$ cat src/rtl/axis_flow_generator.sv
// Multi-flow AXI4-Stream Ethernet frame source: round-robin flows, optional 802.1Q tag,
// inter-frame gap and done/busy status. Define GEN_STATS_EN to build the frame/stall counters.
module axis_flow_generator #(
  parameter int          AXIS_DATA_WIDTH  = 256,
  parameter int          AXIS_TUSER_WIDTH = 128,
  parameter int          NUM_FLOWS        = 4,
  parameter logic [47:0] SRC_MAC_BASE     = 48'h0000_0000_0001,
  parameter logic [47:0] DST_MAC_BASE     = 48'h0000_0000_1998,
  parameter int          DST_STEP         = 0,
  parameter int          VLAN             = 0,
  parameter logic [2:0]  PCP              = 3'd0,
  parameter logic [11:0] VID              = 12'd1,
  parameter int          FRAME_BYTES      = 64,
  parameter int          SRC_PORT         = 0,
  parameter int          WAIT_CYCLES      = 400,
  parameter int          GAP_CYCLES       = 0,
  parameter int          SEND_NUMS        = 100
) (
  input  logic                          axis_aclk,
  input  logic                          axis_resetn,
  input  logic                          enable,
  output logic [AXIS_DATA_WIDTH-1:0]    m_axis_tdata,
  output logic [AXIS_DATA_WIDTH/8-1:0]  m_axis_tkeep,
  output logic [AXIS_TUSER_WIDTH-1:0]   m_axis_tuser,
  output logic                          m_axis_tvalid,
  input  logic                          m_axis_tready,
  output logic                          m_axis_tlast,
  output logic                          busy,
  output logic                          done,
  output logic [31:0]                   frames_sent,
  output logic [31:0]                   stall_cycles
);

  localparam int BPB   = AXIS_DATA_WIDTH / 8;
  localparam int BEATS = (FRAME_BYTES * 8 + AXIS_DATA_WIDTH - 1) / AXIS_DATA_WIDTH;
  localparam int REM   = FRAME_BYTES % BPB;

  localparam logic [31:0]    ETH_OFF      = (VLAN != 0) ? 32'd16 : 32'd12;
  localparam logic [31:0]    SEQ_OFF      = ETH_OFF + 32'd2;
  localparam logic [31:0]    FLOW_OFF     = SEQ_OFF + 32'd4;
  localparam logic [31:0]    FRAME_LEN    = 32'(FRAME_BYTES);
  localparam logic [BPB-1:0] FULL_KEEP    = '1;
  localparam logic [BPB-1:0] LAST_KEEP    = (REM == 0) ? FULL_KEEP : (FULL_KEEP >> (BPB - REM));
  localparam logic [15:0]    LAST_BEAT    = 16'(BEATS - 1);
  localparam logic [3:0]     LAST_FLOW    = 4'(NUM_FLOWS - 1);
  localparam logic [31:0]    WAIT_LEN     = 32'(WAIT_CYCLES);
  localparam logic [31:0]    GAP_LAST     = 32'(GAP_CYCLES - 1);
  localparam logic [31:0]    TOTAL_FRAMES = 32'(NUM_FLOWS * SEND_NUMS);
  localparam logic [31:0]    VLAN_TAG     = {16'h8100, PCP, 1'b0, VID};
  localparam logic [15:0]    ETHERTYPE    = 16'h88B5;
  localparam logic [7:0]     SRC_ONEHOT   = 8'(1 << SRC_PORT);
  localparam logic [AXIS_TUSER_WIDTH-1:0] TUSER_VAL =
    AXIS_TUSER_WIDTH'({SRC_ONEHOT, 16'(FRAME_BYTES)});

  typedef enum logic [2:0] {ST_WAIT, ST_IDLE, ST_SEND, ST_GAP, ST_DONE} state_t;

  state_t                      state_q, state_d;
  logic [31:0]                 waitCnt_q, waitCnt_d;
  logic [31:0]                 gapCnt_q, gapCnt_d;
  logic [15:0]                 beat_q, beat_d;
  logic [3:0]                  flow_q, flow_d;
  logic [31:0]                 seq_q, seq_d;
  logic [31:0]                 total_q, total_d;
  logic                        tvalid_q, tvalid_d;
  logic                        tlast_q, tlast_d;
  logic [AXIS_DATA_WIDTH-1:0]  tdata_q, tdata_d;
  logic [BPB-1:0]              tkeep_q, tkeep_d;
  logic [AXIS_TUSER_WIDTH-1:0] tuser_q, tuser_d;
  logic                        load;
  logic [15:0]                 loadBeat;
  logic [3:0]                  loadFlow;
  logic [31:0]                 loadSeq;
  logic                        hs;

  function automatic logic [7:0] frameByte(input logic [31:0] off, input logic [3:0] flow,
                                           input logic [31:0] seq);
    logic [47:0] dst;
    logic [47:0] src;
    logic [7:0]  b;
    dst = DST_MAC_BASE + ((DST_STEP != 0) ? {44'd0, flow} : 48'd0);
    src = SRC_MAC_BASE + {44'd0, flow};
    if (off < 32'd6)                       b = dst[8*(32'd5 - off) +: 8];
    else if (off < 32'd12)                 b = src[8*(32'd11 - off) +: 8];
    else if ((VLAN != 0) && off < 32'd16)  b = VLAN_TAG[8*(32'd15 - off) +: 8];
    else if (off < ETH_OFF + 32'd2)        b = ETHERTYPE[8*(ETH_OFF + 32'd1 - off) +: 8];
    else if (off < SEQ_OFF + 32'd4)        b = seq[8*(SEQ_OFF + 32'd3 - off) +: 8];
    else if (off == FLOW_OFF)              b = {4'd0, flow};
    else                                   b = off[7:0];
    return b;
  endfunction

  // Bytes past the end of the frame stay zero so the partial last beat is clean.
  function automatic logic [AXIS_DATA_WIDTH-1:0] beatData(input logic [15:0] beat,
                                                          input logic [3:0] flow,
                                                          input logic [31:0] seq);
    logic [AXIS_DATA_WIDTH-1:0] data;
    logic [31:0]                off;
    data = '0;
    for (int i = 0; i < BPB; i++) begin
      off = 32'(beat) * 32'(BPB) + 32'(i);
      if (off < FRAME_LEN) data[8*i +: 8] = frameByte(off, flow, seq);
    end
    return data;
  endfunction

  assign hs = tvalid_q & m_axis_tready;

  always_comb begin
    state_d   = state_q;
    waitCnt_d = waitCnt_q;
    gapCnt_d  = gapCnt_q;
    beat_d    = beat_q;
    flow_d    = flow_q;
    seq_d     = seq_q;
    total_d   = total_q;
    tvalid_d  = tvalid_q;
    tlast_d   = tlast_q;
    tdata_d   = tdata_q;
    tkeep_d   = tkeep_q;
    tuser_d   = tuser_q;
    load      = 1'b0;
    loadBeat  = 16'd0;
    loadFlow  = flow_q;
    loadSeq   = seq_q;
    unique case (state_q)
      ST_WAIT: begin
        if (waitCnt_q + 32'd1 >= WAIT_LEN) state_d = ST_IDLE;
        else                               waitCnt_d = waitCnt_q + 32'd1;
      end
      ST_IDLE: begin
        if (enable) begin
          state_d = ST_SEND;
          load    = 1'b1;
        end
      end
      ST_SEND: begin
        if (hs && !tlast_q) begin
          load     = 1'b1;
          loadBeat = beat_q + 16'd1;
        end else if (hs) begin
          flow_d   = (flow_q == LAST_FLOW) ? 4'd0 : flow_q + 4'd1;
          seq_d    = seq_q + 32'd1;
          total_d  = total_q + 32'd1;
          beat_d   = 16'd0;
          tvalid_d = 1'b0;
          // With no gap, the next frame's first beat is loaded on the same edge.
          if ((SEND_NUMS != 0) && (total_q + 32'd1 == TOTAL_FRAMES)) begin
            state_d = ST_DONE;
          end else if (GAP_CYCLES != 0) begin
            state_d  = ST_GAP;
            gapCnt_d = 32'd0;
          end else if (enable) begin
            load     = 1'b1;
            loadFlow = flow_d;
            loadSeq  = seq_d;
          end else begin
            state_d = ST_IDLE;
          end
        end
      end
      ST_GAP: begin
        if (gapCnt_q == GAP_LAST) begin
          if (enable) begin
            state_d = ST_SEND;
            load    = 1'b1;
          end else begin
            state_d = ST_IDLE;
          end
        end else begin
          gapCnt_d = gapCnt_q + 32'd1;
        end
      end
      ST_DONE: begin
        state_d = ST_DONE;
      end
      default: state_d = ST_WAIT;
    endcase
    if (load) begin
      tvalid_d = 1'b1;
      beat_d   = loadBeat;
      tdata_d  = beatData(loadBeat, loadFlow, loadSeq);
      tkeep_d  = (loadBeat == LAST_BEAT) ? LAST_KEEP : FULL_KEEP;
      tlast_d  = (loadBeat == LAST_BEAT);
      tuser_d  = TUSER_VAL;
    end
  end

  always_ff @(posedge axis_aclk or negedge axis_resetn) begin
    if (!axis_resetn) begin
      state_q   <= ST_WAIT;
      waitCnt_q <= '0;
      gapCnt_q  <= '0;
      beat_q    <= '0;
      flow_q    <= '0;
      seq_q     <= '0;
      total_q   <= '0;
      tvalid_q  <= 1'b0;
      tlast_q   <= 1'b0;
      tdata_q   <= '0;
      tkeep_q   <= '0;
      tuser_q   <= '0;
    end else begin
      state_q   <= state_d;
      waitCnt_q <= waitCnt_d;
      gapCnt_q  <= gapCnt_d;
      beat_q    <= beat_d;
      flow_q    <= flow_d;
      seq_q     <= seq_d;
      total_q   <= total_d;
      tvalid_q  <= tvalid_d;
      tlast_q   <= tlast_d;
      tdata_q   <= tdata_d;
      tkeep_q   <= tkeep_d;
      tuser_q   <= tuser_d;
    end
  end

  assign m_axis_tvalid = tvalid_q;
  assign m_axis_tlast  = tlast_q;
  assign m_axis_tdata  = tdata_q;
  assign m_axis_tkeep  = tkeep_q;
  assign m_axis_tuser  = tuser_q;
  assign busy          = (state_q == ST_SEND) || (state_q == ST_GAP);
  assign done          = (state_q == ST_DONE);

`ifdef GEN_STATS_EN
  logic [31:0] framesSent_q;
  logic [31:0] stallCycles_q;

  // Both counters saturate rather than wrap.
  always_ff @(posedge axis_aclk or negedge axis_resetn) begin
    if (!axis_resetn) begin
      framesSent_q  <= '0;
      stallCycles_q <= '0;
    end else begin
      if (hs && tlast_q && (framesSent_q != 32'hFFFF_FFFF)) framesSent_q <= framesSent_q + 32'd1;
      if (tvalid_q && !m_axis_tready && (stallCycles_q != 32'hFFFF_FFFF))
        stallCycles_q <= stallCycles_q + 32'd1;
    end
  end

  assign frames_sent  = framesSent_q;
  assign stall_cycles = stallCycles_q;
`else
  assign frames_sent  = 32'd0;
  assign stall_cycles = 32'd0;
`endif

endmodule

$ cat config.mk
export PLATFORM = sky130hd
export DESIGN_NAME = axis_flow_generator
export DESIGN_NICKNAME = d
export VERILOG_FILES = /design/src/rtl/axis_flow_generator.sv
export SDC_FILE = /design/constraint.sdc
export NUM_CORES = 1
export LEC_CHECK = 0
export ABC_AREA = 1
export BUFFER_PORTS_ARGS = -buffer_cell sky130_fd_sc_hd__buf_2
export CAP_MARGIN = 30
export CORE_UTILIZATION = 40
export DETAILED_ROUTE_END_ITERATION = 8
export PLACE_DENSITY = 0.65
export SLEW_MARGIN = 20
export SYNTH_ARGS = -nofsm -noshare
export SYNTH_HDL_FRONTEND = slang
export SYNTH_SLANG_ARGS = --single-unit
$ cat constraint.sdc
create_clock -name axis_aclk -period 3.47 [get_ports axis_aclk]
set_clock_uncertainty 0.05 [all_clocks]
set_input_delay 0.694 -clock axis_aclk [delete_from_list [all_inputs] [get_ports axis_aclk]]
set_output_delay 0.694 -clock axis_aclk [all_outputs]
set_load 0.05 [all_outputs]
==> impl_metrics.prom <==
# TYPE chip_impl_metric gauge
chip_impl_info{name="run_status",value="finished, final reports clean"} 1
chip_impl_metric{name="grtUsageTotal",unit=""} 0.165
chip_impl_metric{name="clk-insertion-delay-late",unit="ns"} 0.54
chip_impl_metric{name="fraction_of_layout_cells_with_a_size_suffix_above_1",unit=""} 0.169
chip_impl_metric{name="final_period_minus_worst_setup_slack",unit="ns"} 3.23
chip_impl_metric{name="grt_antenna_before_repair",unit=""} 0
chip_impl_metric{name="worst-slew-pin-transition",unit="ns"} 0.797
chip_impl_metric{name="yosys.area.top_type_share",unit=""} 0.358
chip_impl_metric{name="vdd.ir_drop.worst",unit="mV"} 0.387
chip_impl_info{name="synth_top_cell_by_area",value="sky130_fd_sc_hd__dfrtp_1"} 1
chip_impl_metric{name="dpl-instance-area",unit="um^2"} 14400
chip_impl_metric{name="asyncSetResetFlopFracSynth",unit=""} 1.00
chip_impl_metric{name="fin_hold_ws",unit="ns"} 0.214
chip_impl_metric{name="initialDrtViolationCount",unit=""} 614
chip_impl_metric{name="antenna_cells",unit=""} 0
chip_impl_metric{name="nNetsFinal",unit=""} 2053
chip_impl_metric{name="post_layout_instance_count_excluding_filler_cells",unit=""} 2527
chip_impl_metric{name="place.detailed.hpwl",unit="mm"} 24.9
chip_impl_info{name="root_buf_cell",value="sky130_fd_sc_hd__clkbuf_16"} 1
chip_impl_metric{name="numClockSinks",unit=""} 213
chip_impl_metric{name="tritoncts.num_buffers",unit=""} 24
chip_impl_metric{name="finalWirelength",unit="mm"} 33.0
chip_impl_metric{name="yosysSeqAreaShare",unit=""} 0.358
chip_impl_info{name="min_path_type",value="input pin to async pin"} 1
chip_impl_metric{name="drtPass1Iterations",unit=""} 6
chip_impl_metric{name="synth_area_per_cell",unit="um^2"} 7.57
chip_impl_metric{name="syn-cell-area",unit="um^2"} 14900
chip_impl_metric{name="clk_pin_slew",unit="ns"} 0.06
chip_impl_metric{name="grt_max_degree",unit=""} 96
chip_impl_metric{name="multi_input_gate_area",unit="um^2"} 6460
chip_impl_metric{name="grt.met1_usage",unit=""} 0.226
chip_impl_metric{name="pin_count",unit=""} 488
chip_impl_metric{name="timing.final.max_slew_violations",unit=""} 0
chip_impl_info{name="layout_commonest_cell",value="sky130_fd_sc_hd__nand2_1"} 1
chip_impl_metric{name="post-route-worst-setup-slack",unit="ns"} 0.242
chip_impl_metric{name="drcViolationCount",unit=""} 0
chip_impl_info{name="layout.cells.most_common_list",value="sky130_fd_sc_hd__nand2_1 (447), sky130_fd_sc_hd__conb_1 (249), sky130_fd_sc_hd__buf_2 (237), sky130_fd_sc_hd__dfrtp_1 (213), sky130_fd_sc_hd__nor2_1 (188)"} 1
chip_impl_metric{name="final.period_utilization",unit=""} 0.930
chip_impl_metric{name="die-height",unit="um"} 195
chip_impl_metric{name="postLayoutCellArea",unit="um^2"} 15300
chip_impl_info{name="critPathLaunchType",value="flop"} 1
chip_impl_metric{name="cts-htree-levels",unit=""} 1
chip_impl_info{name="cp-end-kind",value="flop"} 1
chip_impl_metric{name="synth_seq_cells",unit=""} 213
chip_impl_metric{name="postRouteAntennaNets",unit=""} 0
chip_impl_metric{name="grt_pass1_vias",unit=""} 9968
chip_impl_metric{name="die-area",unit="um^2"} 38000
chip_impl_metric{name="cp.arrival",unit="ns"} 3.58
chip_impl_metric{name="start_util",unit=""} 0.406
chip_impl_metric{name="finalWeightedCongestion",unit=""} 0.877
chip_impl_metric{name="report.power.total",unit="mW"} 12.4
chip_impl_metric{name="syn_inst_count",unit=""} 1964
chip_impl_metric{name="timing_hold_violations_final",unit=""} 0
chip_impl_metric{name="sequential_cell_area",unit="um^2"} 5330
chip_impl_metric{name="area.growth.synth_to_final",unit="%"} 2.76
chip_impl_metric{name="nFillCells",unit=""} 3722
chip_impl_metric{name="gr_layer_usage_met3",unit=""} 0.0146
chip_impl_metric{name="number_of_synthesized_flops_with_an_enable_pin",unit=""} 0
chip_impl_metric{name="placedCellCount",unit=""} 2482
chip_impl_metric{name="grt_use_met2",unit=""} 0.277
chip_impl_metric{name="pre_cts_ws",unit="ns"} 0.275
chip_impl_metric{name="port_buffers",unit=""} 238
chip_impl_metric{name="maxClockFrequency",unit="MHz"} 310
chip_impl_metric{name="leakage",unit="nW"} 7.86
chip_impl_info{name="critical_path_class",value="flop to flop"} 1
chip_impl_metric{name="row_count",unit=""} 70
chip_impl_metric{name="totalNegativeSetupSlack",unit="ns"} 0
chip_impl_metric{name="crit_path_max_fanout",unit=""} 14
chip_impl_metric{name="die_width",unit="um"} 195
chip_impl_metric{name="ys_types",unit=""} 49
chip_impl_info{name="rsz0062_at_grt",value="no"} 1
chip_impl_info{name="cts_tree",value="yes"} 1
chip_impl_metric{name="route.vias.total",unit=""} 11400
chip_impl_metric{name="ys.warnings.count",unit=""} 0
chip_impl_metric{name="finalSetupViolations",unit=""} 0
chip_impl_metric{name="wire_length_of_the_first_global_routing_pass",unit="mm"} 51.6
chip_impl_metric{name="maxCapViolations",unit=""} 0
chip_impl_info{name="netlist_top_cells_area",value="sky130_fd_sc_hd__dfrtp_1 (36%), sky130_fd_sc_hd__buf_4 (22%), sky130_fd_sc_hd__nand2_1 (11%), sky130_fd_sc_hd__nor2_1 (4.8%), sky130_fd_sc_hd__inv_1 (4.2%)"} 1
chip_impl_metric{name="power.density_cell_area",unit="nW/um^2"} 811
chip_impl_metric{name="fin_util",unit=""} 0.417
chip_impl_metric{name="route.detailed.wl_per_inst",unit="um"} 13.0
chip_impl_metric{name="detail_route.vias_per_cell",unit=""} 4.52
chip_impl_metric{name="data_required_time_of_the_critical_path",unit="ns"} 3.83
chip_impl_metric{name="floorplan.core_area",unit="um^2"} 36600
chip_impl_info{name="gr-max-usage-layer",value="met2"} 1
chip_impl_metric{name="max_slew_headroom",unit=""} 0.469
chip_impl_metric{name="grt-ovfl-total",unit=""} 0
chip_impl_info{name="synth_flop_cell",value="sky130_fd_sc_hd__dfrtp_1"} 1
chip_impl_metric{name="postCtsSetupBuffers",unit=""} 0
chip_impl_metric{name="clock_path_buffers",unit=""} 3
==> cells by family after synthesis <==
logic type                 count (synthesis)  synth area share
and+or+nand+nor                          854             0.248
buffers and inverters                    632             0.270
DFF                                      213             0.358
AOI/OAI and AO/OA                        164            0.0626
xor gates and xnor gates                  88            0.0518
adders and majority gates                  8           0.00673
muxes                                      4           0.00269
other                                      1          0.000252
==> Yosys cell counts (2+ instances only) <==
cell / number
sky130_fd_sc_hd__nand2_1: 447
sky130_fd_sc_hd__buf_4: 429
sky130_fd_sc_hd__dfrtp_1: 213
sky130_fd_sc_hd__nor2_1: 189
sky130_fd_sc_hd__inv_1: 168
sky130_fd_sc_hd__o21ai_0: 93
sky130_fd_sc_hd__nand3_1: 88
sky130_fd_sc_hd__xor2_1: 71
sky130_fd_sc_hd__nand4_1: 37
sky130_fd_sc_hd__nor3_1: 36
sky130_fd_sc_hd__o21ai_1: 20
sky130_fd_sc_hd__o21ai_2: 17
sky130_fd_sc_hd__xnor2_1: 17
sky130_fd_sc_hd__a21oi_1: 16
sky130_fd_sc_hd__nor4_1: 14
sky130_fd_sc_hd__clkbuf_1: 12
sky130_fd_sc_hd__buf_2: 10
sky130_fd_sc_hd__ha_1: 8
sky130_fd_sc_hd__nand3b_1: 7
sky130_fd_sc_hd__nor2_4: 7
sky130_fd_sc_hd__a31oi_1: 6
sky130_fd_sc_hd__inv_2: 5
sky130_fd_sc_hd__nand2_2: 5
sky130_fd_sc_hd__nor2_2: 5
sky130_fd_sc_hd__mux2i_1: 4
sky130_fd_sc_hd__or2_2: 4
sky130_fd_sc_hd__and2_1: 3
sky130_fd_sc_hd__buf_1: 3
sky130_fd_sc_hd__nor3b_1: 3
sky130_fd_sc_hd__o2111ai_1: 3
sky130_fd_sc_hd__o31ai_1: 3
sky130_fd_sc_hd__and3_1: 2
sky130_fd_sc_hd__buf_6: 2
sky130_fd_sc_hd__nand2_4: 2
==> worst paths after layout <==
check	startpoint	slack, ns	depth (start not counted)	to
min in group axis_aclk	m_axis_tdata[148]	0.41	2	m_axis_tdata[148]
worst max register to register	total_q[0]	0.24	16	m_axis_tdata[112]
worst min register to register	m_axis_tdata[148]	0.41	2	m_axis_tdata[148]
worst min-delay path	axis_resetn	0.21	1	waitCnt_q[17]
max in group asynchronous	axis_resetn	2.35	2	m_axis_tkeep[0]
worst max-delay path	total_q[0]	0.24	16	m_axis_tdata[112]
==> metal layers <==
layer | up-vias | share of wire | routed length [um]
li1 | 5696 | - | -
met1 | 5325 | 0.45 | 15000
met2 | 359 | 0.47 | 15700
met3 | 40 | 0.049 | 1630
met4 | 0 | 0.022 | 710
met5 | - | 0 | 0
==> critical path, stage by stage, from the launching register on <==
cell,delay [ns]
sky130_fd_sc_hd__dfrtp_1,0.42
sky130_fd_sc_hd__ha_1,0.24
sky130_fd_sc_hd__nand2_1,0.11
sky130_fd_sc_hd__nor2_4,0.18
sky130_fd_sc_hd__nand3_1,0.23
sky130_fd_sc_hd__inv_2,0.11
sky130_fd_sc_hd__nand2_1,0.05
sky130_fd_sc_hd__nand2_1,0.05
sky130_fd_sc_hd__nand2_1,0.06
sky130_fd_sc_hd__nor2_1,0.11
sky130_fd_sc_hd__nand2_1,0.10
sky130_fd_sc_hd__nor2_2,0.15
sky130_fd_sc_hd__nand3_4,0.15
sky130_fd_sc_hd__nand3_2,0.24
sky130_fd_sc_hd__inv_1,0.32
sky130_fd_sc_hd__o21ai_0,0.38
sky130_fd_sc_hd__o21ai_0,0.14
==> state kept, by name, summed over array words and instances (netlist names) <==
| signal | cells |
|---|---|
| beat_q | 16 |
| state_q | 3 |
| gapCnt_q | 32 |
| waitCnt_q | 32 |
| m_axis_tlast | 1 |
| m_axis_tkeep | 1 |
| total_q | 32 |
| flow_q | 4 |
| m_axis_tvalid | 1 |
| seq_q | 32 |
| m_axis_tdata | 59 |
==> where the power goes <==
group	switching [mW]	internal [mW]	total, mW	leakage [nW]
registers	0.566	3.02	3.59	2.76
clock network	1.05	1.56	2.61	0.398
logic	4.97	1.23	6.20	4.70
total	6.58	5.81	12.4	7.86
==> layout make-up <==
class                      count  share of cell area
clock buffer                  37              0.0464
multi-input combinational   1367               0.423
tap                          468              0.0383
inverter                     176              0.0437
clock inverter                 7             0.00655
timing repair buffer         259              0.0931
sequential                   213               0.349
==> timing repair <==
item                                    4_1_cts  5_1_grt
hold buffers                                  0        0
gates resized for setup                       0        3
endpoints found under the setup margin        0       15
Power figures use the tool's default switching activity.
